$ cat src/rtl/sbp_lookup_scheduler.sv
// Head-of-pipeline scheduler for the lookup stage chain: arbitrates lookups against
// table updates, injects bubbles, and tracks slot occupancy to emit lookup results.
module sbp_lookup_scheduler #(
    parameter int STAGE_ID_BITS = 6,
    parameter int LOCATION_BITS = 11,
    parameter int RESULT_BITS   = 24,
    parameter int ROOT_STAGE    = 1,
    parameter int NULL_STAGE    = 2**STAGE_ID_BITS-1,
    parameter int PIPE_LATENCY  = 16,
    parameter int MAX_LKP_BURST = 4
) (
    input  logic                     clk,
    input  logic                     rst,
    input  logic                     lkp_valid_i,
    output logic                     lkp_ready_o,
    input  logic [31:0]              lkp_ip_addr_i,
    input  logic                     upd_valid_i,
    output logic                     upd_ready_o,
    input  logic [31:0]              upd_prefix_i,
    input  logic [5:0]               upd_prefix_len_i,
    input  logic [STAGE_ID_BITS-1:0] upd_stage_id_i,
    input  logic [LOCATION_BITS-1:0] upd_location_i,
    input  logic [RESULT_BITS-1:0]   upd_result_i,
    output logic                     update_o,
    output logic [31:0]              ip_addr_o,
    output logic [5:0]               bit_pos_o,
    output logic [STAGE_ID_BITS-1:0] stage_id_o,
    output logic [LOCATION_BITS-1:0] location_o,
    output logic [RESULT_BITS-1:0]   result_o,
    input  logic [31:0]              tail_ip_addr_i,
    input  logic [RESULT_BITS-1:0]   tail_result_i,
    output logic                     res_valid_o,
    output logic [31:0]              res_ip_addr_o,
    output logic [RESULT_BITS-1:0]   res_result_o,
    output logic [4:0]               inflight_o
);

    localparam int BW = $clog2(MAX_LKP_BURST + 1);
    localparam logic [BW-1:0] BURST_MAX = BW'(MAX_LKP_BURST);
    localparam logic [STAGE_ID_BITS-1:0] NULL_ID = STAGE_ID_BITS'(NULL_STAGE);
    localparam logic [STAGE_ID_BITS-1:0] ROOT_ID = STAGE_ID_BITS'(ROOT_STAGE);

    logic                     upd_grant, lkp_grant;
    logic [BW-1:0]            burst_cnt_d, burst_cnt_q;
    logic                     update_d, update_q;
    logic [31:0]              ip_addr_d, ip_addr_q;
    logic [5:0]               bit_pos_d, bit_pos_q;
    logic [STAGE_ID_BITS-1:0] stage_id_d, stage_id_q;
    logic [LOCATION_BITS-1:0] location_d, location_q;
    logic [RESULT_BITS-1:0]   result_d, result_q;
    logic                     occ_head_d, occ_head_q, lkp_head_d, lkp_head_q;
    logic [PIPE_LATENCY-1:0]  occ_sh_d, occ_sh_q, lkp_sh_d, lkp_sh_q;
    logic                     res_valid_d, res_valid_q;
    logic [31:0]              res_ip_d, res_ip_q;
    logic [RESULT_BITS-1:0]   res_result_d, res_result_q;
    logic [4:0]               inflight_d, inflight_q;

    // Updates win when no lookup competes, or once the lookup burst has run its course.
    always_comb begin
        upd_grant = !rst && upd_valid_i && (!lkp_valid_i || burst_cnt_q == BURST_MAX);
        lkp_grant = !rst && lkp_valid_i && !upd_grant;
    end

    always_comb begin
        burst_cnt_d = burst_cnt_q;
        if (!upd_valid_i || upd_grant)
            burst_cnt_d = '0;
        else if (lkp_grant && burst_cnt_q != BURST_MAX)
            burst_cnt_d = burst_cnt_q + 1'b1;
    end

    always_comb begin
        update_d   = 1'b0;
        ip_addr_d  = '0;
        bit_pos_d  = '0;
        stage_id_d = NULL_ID;
        location_d = '0;
        result_d   = '0;
        if (upd_grant) begin
            update_d   = 1'b1;
            ip_addr_d  = upd_prefix_i;
            bit_pos_d  = upd_prefix_len_i;
            stage_id_d = upd_stage_id_i;
            location_d = upd_location_i;
            result_d   = upd_result_i;
        end else if (lkp_grant) begin
            ip_addr_d  = lkp_ip_addr_i;
            stage_id_d = ROOT_ID;
        end
        occ_head_d = upd_grant || lkp_grant;
        lkp_head_d = lkp_grant;
    end

    // The head flop is the slot in the first stage; the last shift entry meets the tail.
    always_comb begin
        occ_sh_d = {occ_sh_q[PIPE_LATENCY-2:0], occ_head_q};
        lkp_sh_d = {lkp_sh_q[PIPE_LATENCY-2:0], lkp_head_q};
        inflight_d = '0;
        for (int i = 0; i < PIPE_LATENCY; i++)
            inflight_d = inflight_d + 5'(occ_sh_d[i]);
        res_valid_d  = occ_sh_q[PIPE_LATENCY-1] && lkp_sh_q[PIPE_LATENCY-1];
        res_ip_d     = res_valid_d ? tail_ip_addr_i : res_ip_q;
        res_result_d = res_valid_d ? tail_result_i  : res_result_q;
    end

    always_ff @(posedge clk) begin
        if (rst) begin
            burst_cnt_q  <= '0;
            update_q     <= 1'b0;
            ip_addr_q    <= '0;
            bit_pos_q    <= '0;
            stage_id_q   <= NULL_ID;
            location_q   <= '0;
            result_q     <= '0;
            occ_head_q   <= 1'b0;
            lkp_head_q   <= 1'b0;
            occ_sh_q     <= '0;
            lkp_sh_q     <= '0;
            res_valid_q  <= 1'b0;
            res_ip_q     <= '0;
            res_result_q <= '0;
            inflight_q   <= '0;
        end else begin
            burst_cnt_q  <= burst_cnt_d;
            update_q     <= update_d;
            ip_addr_q    <= ip_addr_d;
            bit_pos_q    <= bit_pos_d;
            stage_id_q   <= stage_id_d;
            location_q   <= location_d;
            result_q     <= result_d;
            occ_head_q   <= occ_head_d;
            lkp_head_q   <= lkp_head_d;
            occ_sh_q     <= occ_sh_d;
            lkp_sh_q     <= lkp_sh_d;
            res_valid_q  <= res_valid_d;
            res_ip_q     <= res_ip_d;
            res_result_q <= res_result_d;
            inflight_q   <= inflight_d;
        end
    end

    assign lkp_ready_o   = lkp_grant;
    assign upd_ready_o   = upd_grant;
    assign update_o      = update_q;
    assign ip_addr_o     = ip_addr_q;
    assign bit_pos_o     = bit_pos_q;
    assign stage_id_o    = stage_id_q;
    assign location_o    = location_q;
    assign result_o      = result_q;
    assign res_valid_o   = res_valid_q;
    assign res_ip_addr_o = res_ip_q;
    assign res_result_o  = res_result_q;
    assign inflight_o    = inflight_q;

endmodule

$ cat config.mk
export PLATFORM = sky130hd
export DESIGN_NAME = sbp_lookup_scheduler
export DESIGN_NICKNAME = d
export VERILOG_FILES = /design/src/rtl/sbp_lookup_scheduler.sv
export SDC_FILE = /design/constraint.sdc
export NUM_CORES = 1
export LEC_CHECK = 0
export BUFFER_PORTS_ARGS = -buffer_cell sky130_fd_sc_hd__buf_2
export CORE_ASPECT_RATIO = 0.5
export CORE_MARGIN = 2
export CORE_UTILIZATION = 40
export DETAILED_ROUTE_END_ITERATION = 7
export PLACE_DENSITY = 0.76
export SETUP_SLACK_MARGIN = 0.05
export SLEW_MARGIN = 10
export SYNTH_ARGS = -nofsm -noshare
export SYNTH_HDL_FRONTEND = slang
export SYNTH_SLANG_ARGS = --single-unit
$ cat constraint.sdc
create_clock -name clk -period 3.4 [get_ports clk]
set_input_delay 0.85 -clock clk [delete_from_list [all_inputs] [get_ports clk]]
set_output_delay 0.85 -clock clk [all_outputs]
set_load 0.02 [all_outputs]
==> results.json <==
{
  "gp_congestion": 0.800,
  "finalSetupViolations": 0,
  "num_vias": 4774,
  "synth_top_area_share_pct": 62.0,
  "synth_nets": 753,
  "p_leak_nw": 3.91,
  "yosysWarningCount": 0,
  "grt_pass1_vias": 4440,
  "dpl-instance-area_um2": 7460,
  "critical_path.cell_chain": "inv_1, fa_1, fa_1, fa_1, fa_1, inv_1, ha_2, fa_2, nor2b_4",
  "min_path_type": "flop to flop",
  "fmax_mhz": 306,
  "hold_violations": 0,
  "ys_types": 27,
  "status": "finished, final reports clean",
  "die_area_um2": 15500,
  "end_kind": "flop",
  "synth_commonest_cells": "dfxtp_1 (179), nand2_1 (115), a21oi_1 (58)",
  "post_cts_buffers": 0,
  "dpl.hpwl_um": 9770,
  "synth_cells": 565,
  "r2r_setup_slack_ns": 0.14,
  "die_x_um": 174,
  "cts.sinks": 179,
  "fin_ws_ns": 0.135,
  "synth-seq-cells": 179,
  "cpMostUsedCell": "fa_1",
  "cts_tree": "done",
  "grt_overflow": 0,
  "drive_gt1_share_pct": 41.0,
  "critPathLaunchType": "flop",
  "holdWs_ns": 0.428,
  "cts_buffer_depth": 2,
  "die_h_um": 89.0,
  "power_mw": 4.33,
  "ys_seq_area_share_pct": 62.0,
  "cp.required_ns": 3.75,
  "final_core_util_pct": 58.2,
  "core_area_um2": 13800,
  "slew_headroom_pct": 29.8,
  "syn_to_final_growth_pct": 39.1,
  "antenna_found_initial": 0,
  "syn_area_um2": 5780,
  "numCtsBuffers": 17,
  "slowest_delay_ns": 0.57,
  "rsz0062_at_grt": "true",
  "power_density_nw_per_um2": 538,
  "synthTopCellsByArea": "dfxtp_1 (62%), nand2_1 (7.5%), a21oi_1 (5.0%)",
  "post-synth-top-count-cell": "dfxtp_1",
  "wl_per_cell_um": 12.6,
  "final_nets": 1056,
  "cp_slowest_cell": "fa_1",
  "critPathKind": "flop to flop",
  "rows": 30,
  "pre_cts_ws_ns": -0.00289,
  "async_flop_share_pct": 0,
  "io_pins": 315,
  "synthFlopType": "dfxtp_1",
  "worst_clock_skew_ns": 0.00871,
  "remaining_drc_errors": 0,
  "tns_ns": 0,
  "final_cell_area_um2": 8040,
  "cts-root-buf": "clkbuf_16",
  "drt-total-wl_um": 13600,
  "final-max-slew-violation-count": 0,
  "h-tree-depth": 4,
  "cts_hold_buf": 0,
  "dp.cells": 1041,
  "period_share_pct": 96.0,
  "portBuffers": 314,
  "grt_pass1_wl_um": 20500,
  "clk_pin_slew_ns": 0.07,
  "worst_skew_pair.late_latency_ns": 0.42,
  "worst_pin_slew_ns": 1.05,
  "fin_cells": 1073,
  "via_per_inst": 4.45,
  "ant_nets": 0,
  "grt_usage_pct": 16.4,
  "synth_edf_count": 0,
  "cp.arrival_ns": 3.61,
  "syn_avg_cell_area_um2": 10.2,
  "fin_crit_ns": 3.26,
  "grt_max_degree": 96,
  "num_antenna_cells": 0,
  "cp_max_fo": 2,
  "first_iter_violations": 223,
  "first_pass_iters": 4,
  "start_util_pct": 41.8,
  "synth_area_leader_cell": "dfxtp_1",
  "max_cap_viol_count": 0,
  "ir_worst_vdd_v": 0.000333
}
[worst paths after layout]
| check | end | cells past startpoint | start |
|---|---|---|---|
| setup / recovery | inflight_o[1]$_SDFF_PP0_ | 9 | occ_head_q$_SDFF_PP0_ |
| hold / removal | lkp_sh_q[12]$_SDFF_PP0_ | 1 | lkp_sh_q[11]$_SDFF_PP0_ |
| setup reg to reg | inflight_o[1]$_SDFF_PP0_ | 9 | occ_head_q$_SDFF_PP0_ |
| hold reg to reg | lkp_sh_q[12]$_SDFF_PP0_ | 1 | lkp_sh_q[11]$_SDFF_PP0_ |
[kinds of logic (layout without fill, tap and decap cells)]
group                      Yosys count  count (layout)  synth area share, %
AOI/OAI and AO/OA                  101             101                 11.8
xor gates and xnor gates             1               1                0.152
adders and majority gates           17              17                 4.98
buffers and inverters               62             378                 4.63
DFF                                179             179                 62.0
muxes                                2               2                0.346
and+or+nand+nor                    203             203                 16.1
[layout make-up]
| type | count | area (um2) |
|---|---|---|
| fill | 1199 | 5770 |
| sequential | 179 | 3580 |
| multi-input combinational | 324 | 1950 |
| timing repair buffer | 317 | 1590 |
| clock buffer | 17 | 425 |
| tap | 192 | 240 |
| clock inverter | 15 | 140 |
| inverter | 29 | 109 |
[sequential cells by signal (all words and copies together), names as in the netlist, 3 cells and up]
signal         flops
burst_cnt_q        3
ip_addr_o         32
inflight_o         5
result_o          24
res_ip_addr_o     32
bit_pos_o          6
res_result_o      24
stage_id_o         6
lkp_sh_q          16
location_o        11
occ_sh_q          16
[routing by layer]
metal  GRT usage (%)  wire (um)  up-vias  part of all wire, %
li1                -          -     2407                    -
met1            18.8       5620     2193                   41
met2            30.9       7060      157                   52
met3            3.44        707       17                  5.2
met4            6.26        172        0                  1.3
met5               0          0        -                    0
[worst max-delay path, delay by kind of cell, from the launching register on]
kind,cells,cell delay [ns]
adder cells (fa/ha/maj),6,2.67
flip-flops,1,0.31
AND/OR/NAND/NOR,1,0.12
buffers and inverters,2,0.11
[placed cells by master (no fill, tap or decap), drive strengths merged, types with 6 or more instances in the layout]
cell type	count
a21o	6
a21oi	58
a22o	32
and2	42
buf	317
clkbuf	17
dfxtp	179
fa	10
ha	7
inv	38
nand2	115
nor2	22
nor2b	20
[power breakdown]
| part | switching [mW] | internal [mW] | leakage (nW) |
|---|---|---|---|
| combinational | 0.161 | 0.140 | 2.18 |
| clock | 0.896 | 0.975 | 0.270 |
| sequential | 0.0107 | 2.14 | 1.46 |
[repair_timing]
action                     CTS  global route
pin swaps                    0             3
cloned                       0             0
setup endpoints to repair    1             4
gates resized for setup      1             5
(Power assumes the default switching activity.)
